$ cat src/rtl/farm_queue_sensor.sv
// farm_queue_sensor
// -----------------
// Environment-side model of the farm-road vehicle queue that sits opposite
// the traffic light controller. It counts arriving cars and lets the head
// car cross after PASS_CYCLES consecutive green cycles. It also tracks how
// long the head car has been held, and raises sticky flags for starvation,
// dropped arrivals and illegal light codes. farm_light comes from a
// register in the controller, so closing the loop forms no combinational
// path.
//
// Ports:
//   clk           in  1            single clock
//   reset         in  1            synchronous, active-high; clears all state and flags
//   car_arrive    in  1            one car joins the queue per cycle it is high
//   farm_light    in  2            GREEN=0, YELLOW=1, RED=2, 3 is illegal (treated as RED)
//   car_present   out 1            queue_count != 0
//   queue_count   out QUEUE_WIDTH  cars queued, including the one crossing
//   car_depart    out 1            one-cycle pulse after each departure
//   wait_cycles   out WAIT_WIDTH   cycles the head car has spent blocked (saturating)
//   starve        out 1            sticky: wait_cycles reached MAX_WAIT
//   overflow      out 1            sticky: an arrival was dropped
//   illegal_light out 1            sticky: farm_light==3 was sampled

module farm_queue_sensor #(
    parameter int QUEUE_WIDTH = 4,
    parameter int PASS_CYCLES = 3,
    parameter int WAIT_WIDTH  = 6,
    parameter int MAX_WAIT    = 40
) (
    input  logic                   clk,
    input  logic                   reset,
    input  logic                   car_arrive,
    input  logic [1:0]             farm_light,
    output logic                   car_present,
    output logic [QUEUE_WIDTH-1:0] queue_count,
    output logic                   car_depart,
    output logic [WAIT_WIDTH-1:0]  wait_cycles,
    output logic                   starve,
    output logic                   overflow,
    output logic                   illegal_light
);

    localparam logic [1:0] ST_IDLE  = 2'd0;
    localparam logic [1:0] ST_WAIT  = 2'd1;
    localparam logic [1:0] ST_CROSS = 2'd2;

    localparam logic [1:0] LIGHT_GREEN   = 2'd0;
    localparam logic [1:0] LIGHT_ILLEGAL = 2'd3;

    localparam logic [QUEUE_WIDTH-1:0] QUEUE_FULL = {QUEUE_WIDTH{1'b1}};
    localparam logic [WAIT_WIDTH-1:0]  WAIT_SAT   = {WAIT_WIDTH{1'b1}};
    localparam logic [WAIT_WIDTH-1:0]  WAIT_LIMIT = WAIT_WIDTH'(MAX_WAIT);
    localparam logic [3:0]             PASS_LAST  = 4'(PASS_CYCLES - 1);

    logic [1:0]             state;
    logic [1:0]             state_next;
    logic [3:0]             pass_cnt;
    logic [3:0]             pass_next;
    logic [QUEUE_WIDTH-1:0] count_next;
    logic [WAIT_WIDTH-1:0]  wait_next;
    logic                   green;
    logic                   departure;
    logic                   accept;
    logic                   drop;

    // Queue bookkeeping: decide whether the head car leaves this cycle and
    // whether an arriving car fits. A departure in the same cycle frees a
    // slot, so a full queue still accepts an arrival when a car leaves.
    always_comb begin
        green      = (farm_light == LIGHT_GREEN);
        departure  = (state == ST_CROSS) && green && (pass_cnt == PASS_LAST);
        accept     = car_arrive && !((queue_count == QUEUE_FULL) && !departure);
        drop       = car_arrive && !accept;
        count_next = queue_count;
        if (accept && !departure) begin
            count_next = queue_count + 1'b1;
        end else if (!accept && departure) begin
            count_next = queue_count - 1'b1;
        end
    end

    // Head-car wait time: it restarts whenever a car leaves or the queue
    // drains, and only advances while the head car is blocked. It holds
    // during a crossing, so an interrupted crossing resumes counting from
    // the held value rather than from zero.
    always_comb begin
        wait_next = wait_cycles;
        if (departure || (count_next == '0)) begin
            wait_next = '0;
        end else if ((state == ST_WAIT) && (wait_cycles != WAIT_SAT)) begin
            wait_next = wait_cycles + 1'b1;
        end
    end

    // Crossing sequencer. Any non-green light (including the illegal code)
    // aborts a crossing and the head car starts over from zero. After a
    // departure the next car starts crossing immediately if the light is
    // still green, which gives one departure every PASS_CYCLES edges.
    always_comb begin
        state_next = state;
        pass_next  = pass_cnt;
        case (state)
            ST_IDLE: begin
                pass_next = '0;
                if (accept) begin
                    state_next = ST_WAIT;
                end
            end
            ST_WAIT: begin
                pass_next = '0;
                if (green) begin
                    state_next = ST_CROSS;
                end
            end
            ST_CROSS: begin
                if (!green) begin
                    state_next = ST_WAIT;
                    pass_next  = '0;
                end else if (departure) begin
                    pass_next  = '0;
                    state_next = (count_next == '0) ? ST_IDLE : ST_CROSS;
                end else begin
                    pass_next = pass_cnt + 1'b1;
                end
            end
            default: begin
                state_next = ST_IDLE;
                pass_next  = '0;
            end
        endcase
    end

    // State and output registers. The sticky flags only ever set here;
    // reset is the single way to clear them.
    always_ff @(posedge clk) begin
        if (reset) begin
            state         <= ST_IDLE;
            pass_cnt      <= '0;
            queue_count   <= '0;
            car_depart    <= 1'b0;
            wait_cycles   <= '0;
            starve        <= 1'b0;
            overflow      <= 1'b0;
            illegal_light <= 1'b0;
        end else begin
            state         <= state_next;
            pass_cnt      <= pass_next;
            queue_count   <= count_next;
            car_depart    <= departure;
            wait_cycles   <= wait_next;
            starve        <= starve | (wait_next >= WAIT_LIMIT);
            overflow      <= overflow | drop;
            illegal_light <= illegal_light | (farm_light == LIGHT_ILLEGAL);
        end
    end

    assign car_present = (queue_count != '0);

endmodule

$ cat config.mk
export PLATFORM = sky130hd
export DESIGN_NAME = farm_queue_sensor
export DESIGN_NICKNAME = d
export VERILOG_FILES = /design/src/rtl/farm_queue_sensor.sv
export SDC_FILE = /design/constraint.sdc
export NUM_CORES = 1
export LEC_CHECK = 0
export CORE_MARGIN = 3
export CORE_UTILIZATION = 45
export DETAILED_ROUTE_END_ITERATION = 7
export PLACE_DENSITY = 0.7
export RECOVER_POWER = 25
export REMOVE_ABC_BUFFERS = 1
export SYNTH_ARGS = -nofsm -noshare
export SYNTH_HDL_FRONTEND = slang
export SYNTH_SLANG_ARGS = --single-unit
$ cat constraint.sdc
create_clock -name clk -period 3.9 [get_ports clk]
set_clock_uncertainty 0.1 [all_clocks]
set_input_delay 0.78 -clock clk [delete_from_list [all_inputs] [get_ports clk]]
set_output_delay 0.78 -clock clk [all_outputs]
set_load 0.01 [all_outputs]
==> results.md <==
* Post-route ant nets at 0
* Main combinational cell family by area after synthesis: simple AND/OR/NAND/NOR gates
* NetSw at 0.0001145 W
* # Post-CTS Setup Buffers at 0
* PwrDens at 322.2 mW/mm^2
* Initial antenna violation count at 0
* Total Power at 0.0004612 W
* Relative slew margins at 53.51%
* Peak supply drop at 0.2035 mV
* Sequential area share after synthesis at 34.19%
* Ys async rst share at 0%
* Number of DRC violations after detailed-routing iteration 0 at 31
* # diodes at 0
* Pin count of the biggest net entering global routing at 14
* CTS resizes at 0
* Most frequent cells in the layout: 20 x dfxtp_1, 13 x nor2_1, 12 x clkdlybuf4s50_1
* Fin worst setup slack at 1213 ps
* Multi-input logic area at 734.5 sq um
* Status: complete, no violations
* CTS tree: yes
* RSZ-0062 raised after global routing: false
* First-pass GRT wire length at 4436 microns
* Clk slew on worst S/H paths at 120 ps
* Die H at 57.02 microns
* CP max FO at 6
* Share of layout cells above drive strength 1 at 7.595%
* Post-synthesis mux area share at 0.8547%
* Clock latency on the worst-skew pair at 310 ps
* Avg Inst Size Synth at 8.425 sq um
* Drt first pass iters at 4
* Final Util at 61.18%
* Max-cap violations at 0
* FILL cells at 218
* Nets@finish at 170
* Synth Area in XOR/XNOR at 7.479%
* Layout area overhead at 22.22%
* Top Ports at 20
* Fin crit share at 68.90%
* Crit Path Class: in2reg
* Vias in the first global route at 1011
* Post-CTS Hold Buffers at 0
* Seq pwr share at 47.3%
* Via/cell ratio at 5.860
* CTS Buffer Depth at 2
* CTS sink cnt at 20
* Die ar. at 0.003251 sq mm
* Synth Flop Type: dfxtp_1
* Vias at 1090
* Synth Area in Adders at 6.410%
* Root Buffer: clkbuf_4
* Arrival time worst endpoint at 2790 ps
* Synthesized flop and latch total at 20
* Post-Synth Simple-Gate Area at 28.63%
* Sw frac at 24.83%
* Die Span X at 57.02 microns
* Floorplan row count at 17
* CP Capture Type: register
* Sequential cell area at 400.4 sq um
* GRT Overall Usage at 16.91%
* Port Buffer Count at 19
* Routed len/inst at 13.85 microns
* HP Class: reg2reg
* Hpwl dp at 1930 microns
* Post-Place Setup Slack at 1025 ps
* Compound-gate portion of the synthesized area at 19.34%
* P_leak at 0.5304 nW
* Final setup vio count at 0
* Worst Tran Pin Value at 695.9 ps
* Mapped Cells at 139
* Commonest non-fill, non-tap cell in the layout: dfxtp_1
* Setup tns final at 0 ps
* H-tree depth at 1
* P_int at 0.0003467 W
* Final Hold Fails at 0
* Final WL at 2576 microns
* Final Critical Period at 2687 ps
* Cell Area, Synth at 0.001171 sq mm
* Worst Path Required at 4000 ps
* Core area at 0.002340 sq mm
* Gate power share at 15.5%
* Crit path launch type: input pin
* Fmax at 372.2 MHz
* TritonCTS buffer count at 3
* Remaining DRCs at 0
* Gr ovfl total at 0
* Cell variety after synth at 45
* Gpl congestion at 0.8645
* Synth Warn # at 0
* Power share of the clock group at 37.2%
* Post-synth EDFFs at 0
* Initial Util at 50.05%
* Max Slew Vio Count at 0
-- power by group through the flow --
stage	Clock (W)	Sequential [W]	Combinational [W]
6_report	0.000172	0.000218	0.0000713
4_1_cts	0.000177	0.000218	0.0000719
5_1_grt	0.000187	0.000220	0.0000781
3_5_place_dp	0	0.000223	0.0000712
3_3_place_gp	0	0.000222	0.0000700
2_1_floorplan	0	0.000224	0.0000413
-- per-layer routing --
| metal | GRT usage [%] | vias up | part of all wire (%) |
|---|---|---|---|
| li1 | - | 539 | - |
| met3 | 2.941 | 2 | 4.9 |
| met5 | 0 | - | 0 |
| met4 | 6.623 | 0 | 0.70 |
| met2 | 27.24 | 44 | 47 |
| met1 | 22.47 | 505 | 47 |
-- area by class of cell --
type	count	share of cell area (%)
sequential	20	27.97
clock buffer	3	1.573
clock inverter	1	2.098
inverter	5	1.311
timing repair buffer	19	13.29
tap	28	2.448
multi-input combinational	110	51.31
-- cell families (layout without fill, tap and decap cells) --
family,after synthesis,after routing
AOI/OAI and AO/OA,31,31
xor gates and xnor gates,10,10
adders and majority gates,6,6
buffers and inverters,9,28
DFF,20,20
muxes,1,1
and+or+nand+nor,62,62
-- critical path, stage by stage --
cell and delay (ps):
dlygate4sd3_1 610, nor4b_2 520, nand2_1 230, nor3b_1 380, o21ai_1 120, o311a_1 140
-- worst paths after layout --
kind                               startpoint        endpoint  slack [ps]  depth (start not counted)
worst max-delay path            farm_light[1]  queue_count[2]        1210                          6
worst min-delay path            illegal_light   illegal_light         380                          2
worst max register to register    pass_cnt[0]  queue_count[2]        1640                          7
worst min register to register  illegal_light   illegal_light         380                          2
-- state kept, by name (all words and copies together) (netlist names) --
name and flops:
illegal_light 1, overflow 1, starve 1, car_depart 1, pass_cnt 4, queue_count 4, wait_cycles 6, state 2
-- through the flow --
stage | cell area [sq um] | hold slack [ps] | std cells
2_1_floorplan | 1154 | 330.0 | 135
5_1_grt | 1431 | 428.0 | 186
4_1_cts | 1431 | 392.0 | 186
3_5_place_dp | 1379 | 361.3 | 182
6_report | 1431 | 382.8 | 186
3_3_place_gp | 1379 | 344.5 | 182
-- cells in the mapped netlist, types with 2 or more instances --
master | number | area (sq um)
inv_1 | 5 | 18.77
o41ai_1 | 2 | 17.52
and3_1 | 3 | 18.77
nor2_1 | 13 | 48.80
nand3_1 | 6 | 30.03
a21oi_1 | 9 | 45.04
ha_1 | 6 | 75.07
or3_1 | 2 | 12.51
a41oi_1 | 2 | 17.52
a31oi_1 | 3 | 18.77
xor2_1 | 3 | 26.28
nor3_1 | 11 | 55.05
o21ai_1 | 2 | 10.01
buf_2 | 2 | 10.01
nor3b_1 | 3 | 22.52
xnor2_1 | 7 | 61.31
o21ai_0 | 2 | 10.01
nand3b_1 | 2 | 15.01
nand2_1 | 11 | 41.29
dfxtp_1 | 20 | 400.4
Note: power is estimated with default switching activity, not from simulation.
==> patch 1: new RTL, same flow settings <==
Change the parameter `WAIT_WIDTH` from 6 to 4.
--- a/src/rtl/farm_queue_sensor.sv
+++ b/src/rtl/farm_queue_sensor.sv
@@ -26,3 +26,3 @@
     parameter int PASS_CYCLES = 3,
-    parameter int WAIT_WIDTH  = 6,
+    parameter int WAIT_WIDTH  = 4,
     parameter int MAX_WAIT    = 40
Ports: changed (resized wait_cycles); port bits go from 20 to 18. No check against the original RTL was run, so the function may have changed too.
==> patch 1 against the original RTL <==
  * Wire length is 9.8% lower
  * Cell area fell by 10%
  * Sequential cell count fell by 2
  * Area after synthesis is 8.5% lower
  * Core utilization decreased by 3.6 points
  * Total power down 16%
  * Global-route usage up 0.61 points
  * Worst hold slack got worse by 6.2 ps
  * Clock power down 31%
  * Worst setup slack got worse by 220 ps
  * Largest cell class unchanged
  * Largest power group unchanged
==> patch 1: results (changes against the original RTL) <==
initial antenna violation count: 0 (unchanged)
Worst Hold Endpoint: pass_cnt[0]
Root Driver: clkbuf_4
Adder-Cell Fraction of Synth Area: 0.07009 (+0.005991)
vias in the first global route: 861 (-15%)
first-pass GRT wire length: 3781 µm (-15%)
leakage power: 0.5007 nW (-5.6%)
wire length on met2: 1113 µm (-8.5%)
Clock transition at path regs: 100 ps (-20 ps)
Non-Filler Instances: 174 (-6.5%)
DRT Wirelength: 2323 µm (-9.8%)
met3 GRT Util: 0.03270 (+0.003286)
TritonRoute pass-1 iters: 5 (+1)
crit path capture: wait_cycles[1]
WL met1: 1089 µm (-10%)
met2 global-route usage: 0.2835 (+0.01103)
placed inst area: 1250 µm² (-9.3%)
DR iter-0 viols: 32 (+3.2%)
min Tclk post-route: 2903 ps (+216.2 ps)
Post-CTS Resized: 0 (unchanged)
Synth Area in Compound Gates: 0.1624 (-0.03099)
FF-to-FF path depth: 7 (unchanged)
mux share of post-synthesis cell area: 0.05724 (+0.04870)
register-to-register setup slack: 1600 ps (-40 ps)
dpl ws: 828.2 ps (-196.8 ps)
hold path depth: 1 (-1)
top flop regs: pass_cnt (4), queue_count (4), wait_cycles (4)
CP peak stage delay: 580 ps (-30 ps)
list of most frequent post-synthesis cells: dfxtp_1, nor2_1, nand2_1
top cells by area, synth: dfxtp_1, ha_1, nor2_1, mux2i_1, a21oi_1
gate count after technology mapping: 132 (-5.0%)
Worst slew margin: 0.6081 (+0.07299)
xor/xnor share of the synthesized area: 0.02453 (-0.05025)
Vias/cell: 5.770 (-1.5%)
hpwl dp: 1695 µm (-12%)
share of cells above drive strength 1: 0.06849 (-0.007456)
RePlAce Congestion: 0.7976 (-7.7%)
dpl cells: 170 (-6.6%)
final-stage net count: 158 (-7.1%)
Hold WS: 376.6 ps (-6.167 ps)
met1 Use GR: 0.2242 (-0.0004653)
Data arrival, critical path: 3000 ps (+210 ps)
final-layout fill cell count: 214 (-1.8%)
outcome: complete, no violations
crit path max fanout: 5 (-1)
GRT Util Overall: 0.1752 (+0.006131)
Seq/Total Area, Yosys: 0.3364 (-0.005432)
hold_sp: pass_cnt[0]
met3 routed WL: 81 µm (-36%)
largest net degree at the start of global routing: 18 (+4)
patch 1: changes by cell type after synthesis, moves of 2 or more:
cell	delta
nor3_1	-8
a211oi_1	+2
mux2i_1	+4
nand2b_1	+3
and3_1	-2
o41ai_1	-2
clkbuf_1	+6
xnor2_1	-5
dfxtp_1	-2
xor2_1	-2
a41oi_1	-2
nor2_1	+4
buf_2	-2
patch 1: area by class of cell:
class	count	area [µm²]	share of cell area
flip-flops and latches	18	360.3	0.2802
clock buffers	4	36.28	0.02821
repair buffers	17	170.2	0.1323
inverters	4	15.01	0.01167
well taps	28	35.03	0.02724
multi-input cells	103	669.4	0.5204
patch 1: power by group:
part	leakage [nW]	total, W	switching, W	internal, W
clock network	0.0210	0.000118	0.0000608	0.0000569
registers	0.146	0.000200	0.0000102	0.000190
logic	0.333	0.0000686	0.0000349	0.0000337
==> patch 2: new RTL, same settings <==
Without the edit above. Reset style: asynchronous (`reset`), changed in one clocked block.
--- a/src/rtl/farm_queue_sensor.sv
+++ b/src/rtl/farm_queue_sensor.sv
@@ -134,3 +134,3 @@
     // reset is the single way to clear them.
-    always_ff @(posedge clk) begin
+    always_ff @(posedge clk or posedge reset) begin
         if (reset) begin
Function: differs if reset is asserted again (counterexample within 4 cycles, from zero or initial values and one cycle with reset high); with reset held inactive, the same outputs for 10 cycles.
==> patch 2 against the original RTL <==
  * Critical path depth is 1 higher
  * Wire length is 9.5% lower
  * Area after synthesis is 1.6% higher
  * Worst setup slack worse by 210 ps
  * Global-route usage is 1.6 points lower
  * Cell area is 0.96% lower
  * Sequential cell count stayed put
Power is not compared: it rests on default switching activity, and its combinational part moved more than twofold at a synthesized area within 25%.
==> patch 2: results (changes against the original RTL) <==
async set-reset flop share out of synthesis: 1.000 (+1.000)
CTS Buf Count: 3 (unchanged)
Worst slew margin: 0.5077 (-0.02738)
Seq/Total Area, Yosys: 0.4206 (+0.07873)
Max clock buf depth: 2 (unchanged)
via count: 948 (-13%)
crit path max fanout: 11 (+5)
Data arrival, critical path: 2960 ps (+170 ps)
Root Driver: clkbuf_4
critical path's slowest cell: dlygate4sd3_1
worst-skew pair later-pin latency: 290 ps (-20 ps)
final-stage net count: 152 (-11%)
Clock transition at path regs: 110 ps
largest net degree at the start of global routing: 21 (+7)
Crit Reg-Reg Startpoint: pass_cnt[0]
gate count after technology mapping: 121 (-13%)
WL met1: 1092 µm (-10%)
# H-tree levels: 1 (unchanged)
list of most frequent post-synthesis cells: dfrtp_1, nor2_1
first-pass GRT wire length: 3960 µm (-11%)
top cells by area, synth: dfrtp_1, ha_1, xnor2_1, mux2i_1, nor2_1
met3 routed WL: 89 µm (-30%)
Vias/cell: 5.609 (-4.3%)
Power Internal: 0.0005460 W
outcome: complete, no violations
TritonRoute pass-1 iters: 4 (unchanged)
GRT Util Overall: 0.1532 (-0.01588)
DR iter-0 viols: 14 (-55%)
hpwl dp: 1758 µm (-8.9%)
hold_sp: starve
FF-to-FF path depth: 8 (+1)
RePlAce Congestion: 0.8224 (-4.9%)
initial antenna violation count: 0 (unchanged)
hold path depth: 2 (unchanged)
Distinct cells, synth: 39 (-13%)
post-CTS setup buffers: 0 (unchanged)
crit path from: farm_light[0]
critical path's top delay family: buffers and inverters
final-layout fill cell count: 241 (+11%)
Antenna Cells: 0 (unchanged)
wire length on met2: 1116 µm (-8.2%)
DRT Wirelength: 2331 µm (-9.5%)
placed inst area: 1395 µm² (+1.2%)
final slew viol count: 0 (unchanged)
Max IR drop VDD: 437.4 µV
share of cells above drive strength 1: 0.07914 (+0.003187)
Tightest Hold Check Type: flip-flop to flip-flop
Port Buf Inserts: 19 (unchanged)
CP peak stage delay: 600 ps
leakage power: 0.5940 nW
[patch 2: cell types whose count changed in the layout (fill, tap and decap cells not counted), moves of 5 or more]
cell and change:
dfxtp_1 -20, nand2_1 -5, dfrtp_1 +20, nor3_1 -5, dlygate4sd3_1 -5, clkdlybuf4s50_1 +5
[patch 2: routing by layer]
layer / up-vias / track usage
met5: - / 0
met4: 0 / 0.07616
met3: 5 / 0.02941
met2: 22 / 0.2532
met1: 446 / 0.1897
li1: 475 / -
[patch 2: final timing paths]
path | end | slack (ps)
max | state[1] | 1000
min | starve | 380
max reg2reg | state[1] | 1400
min reg2reg | starve | 380
max in group asynchronous | state[1] | 2300
min in group asynchronous | overflow | 940
[patch 2: worst reg2reg max path, cell delays in order (launching register included)]
cell      delay, ps
dfrtp_1         410
inv_1            70
ha_1            200
nor3b_1         170
nand2_2         190
inv_2           130
or4_1           570
a311oi_4        390
a31oi_1         140
[patch 2: area by class of cell]
| type | count | area, µm² | area share |
|---|---|---|---|
| inverters | 6 | 22.52 | 0.01589 |
| multi-input cells | 91 | 644.4 | 0.4545 |
| clock buffers | 3 | 22.52 | 0.01589 |
| well taps | 30 | 37.54 | 0.02648 |
| flip-flops and latches | 20 | 500.5 | 0.3530 |
| repair buffers | 19 | 190.2 | 0.1342 |
[patch 2: stage by stage]
step	hold WS (ps)	setup WS [ps]	total power [W]
after global routing	402.2	779.8	0.001006
after CTS	384.8	1076	0.0009365
final	383.0	1003	0.0009299
after detailed placement	358.7	764.8	0.0008377
after global placement	343.8	828.2	0.0008242
after floorplan	350.3	1442	0.0006437
[patch 2: cells by family after synthesis]
kind of cell               share of synthesized area
buffers and inverters                        0.03785
muxes                                        0.03365
AOI/OAI and AO/OA                             0.1556
adders and majority gates                    0.06309
and+or+nand+nor                               0.2303
DFF                                           0.4206
xor gates and xnor gates                     0.05889
[patch 2: power by group through the flow]
stage	registers, W	logic [W]	clock network (W)
6_report	0.000373	0.000462	0.0000953
3_3_place_gp	0.000371	0.000453	0
5_1_grt	0.000388	0.000511	0.000107
3_5_place_dp	0.000377	0.000461	0
4_1_cts	0.000372	0.000467	0.0000974
2_1_floorplan	0.000382	0.000262	0
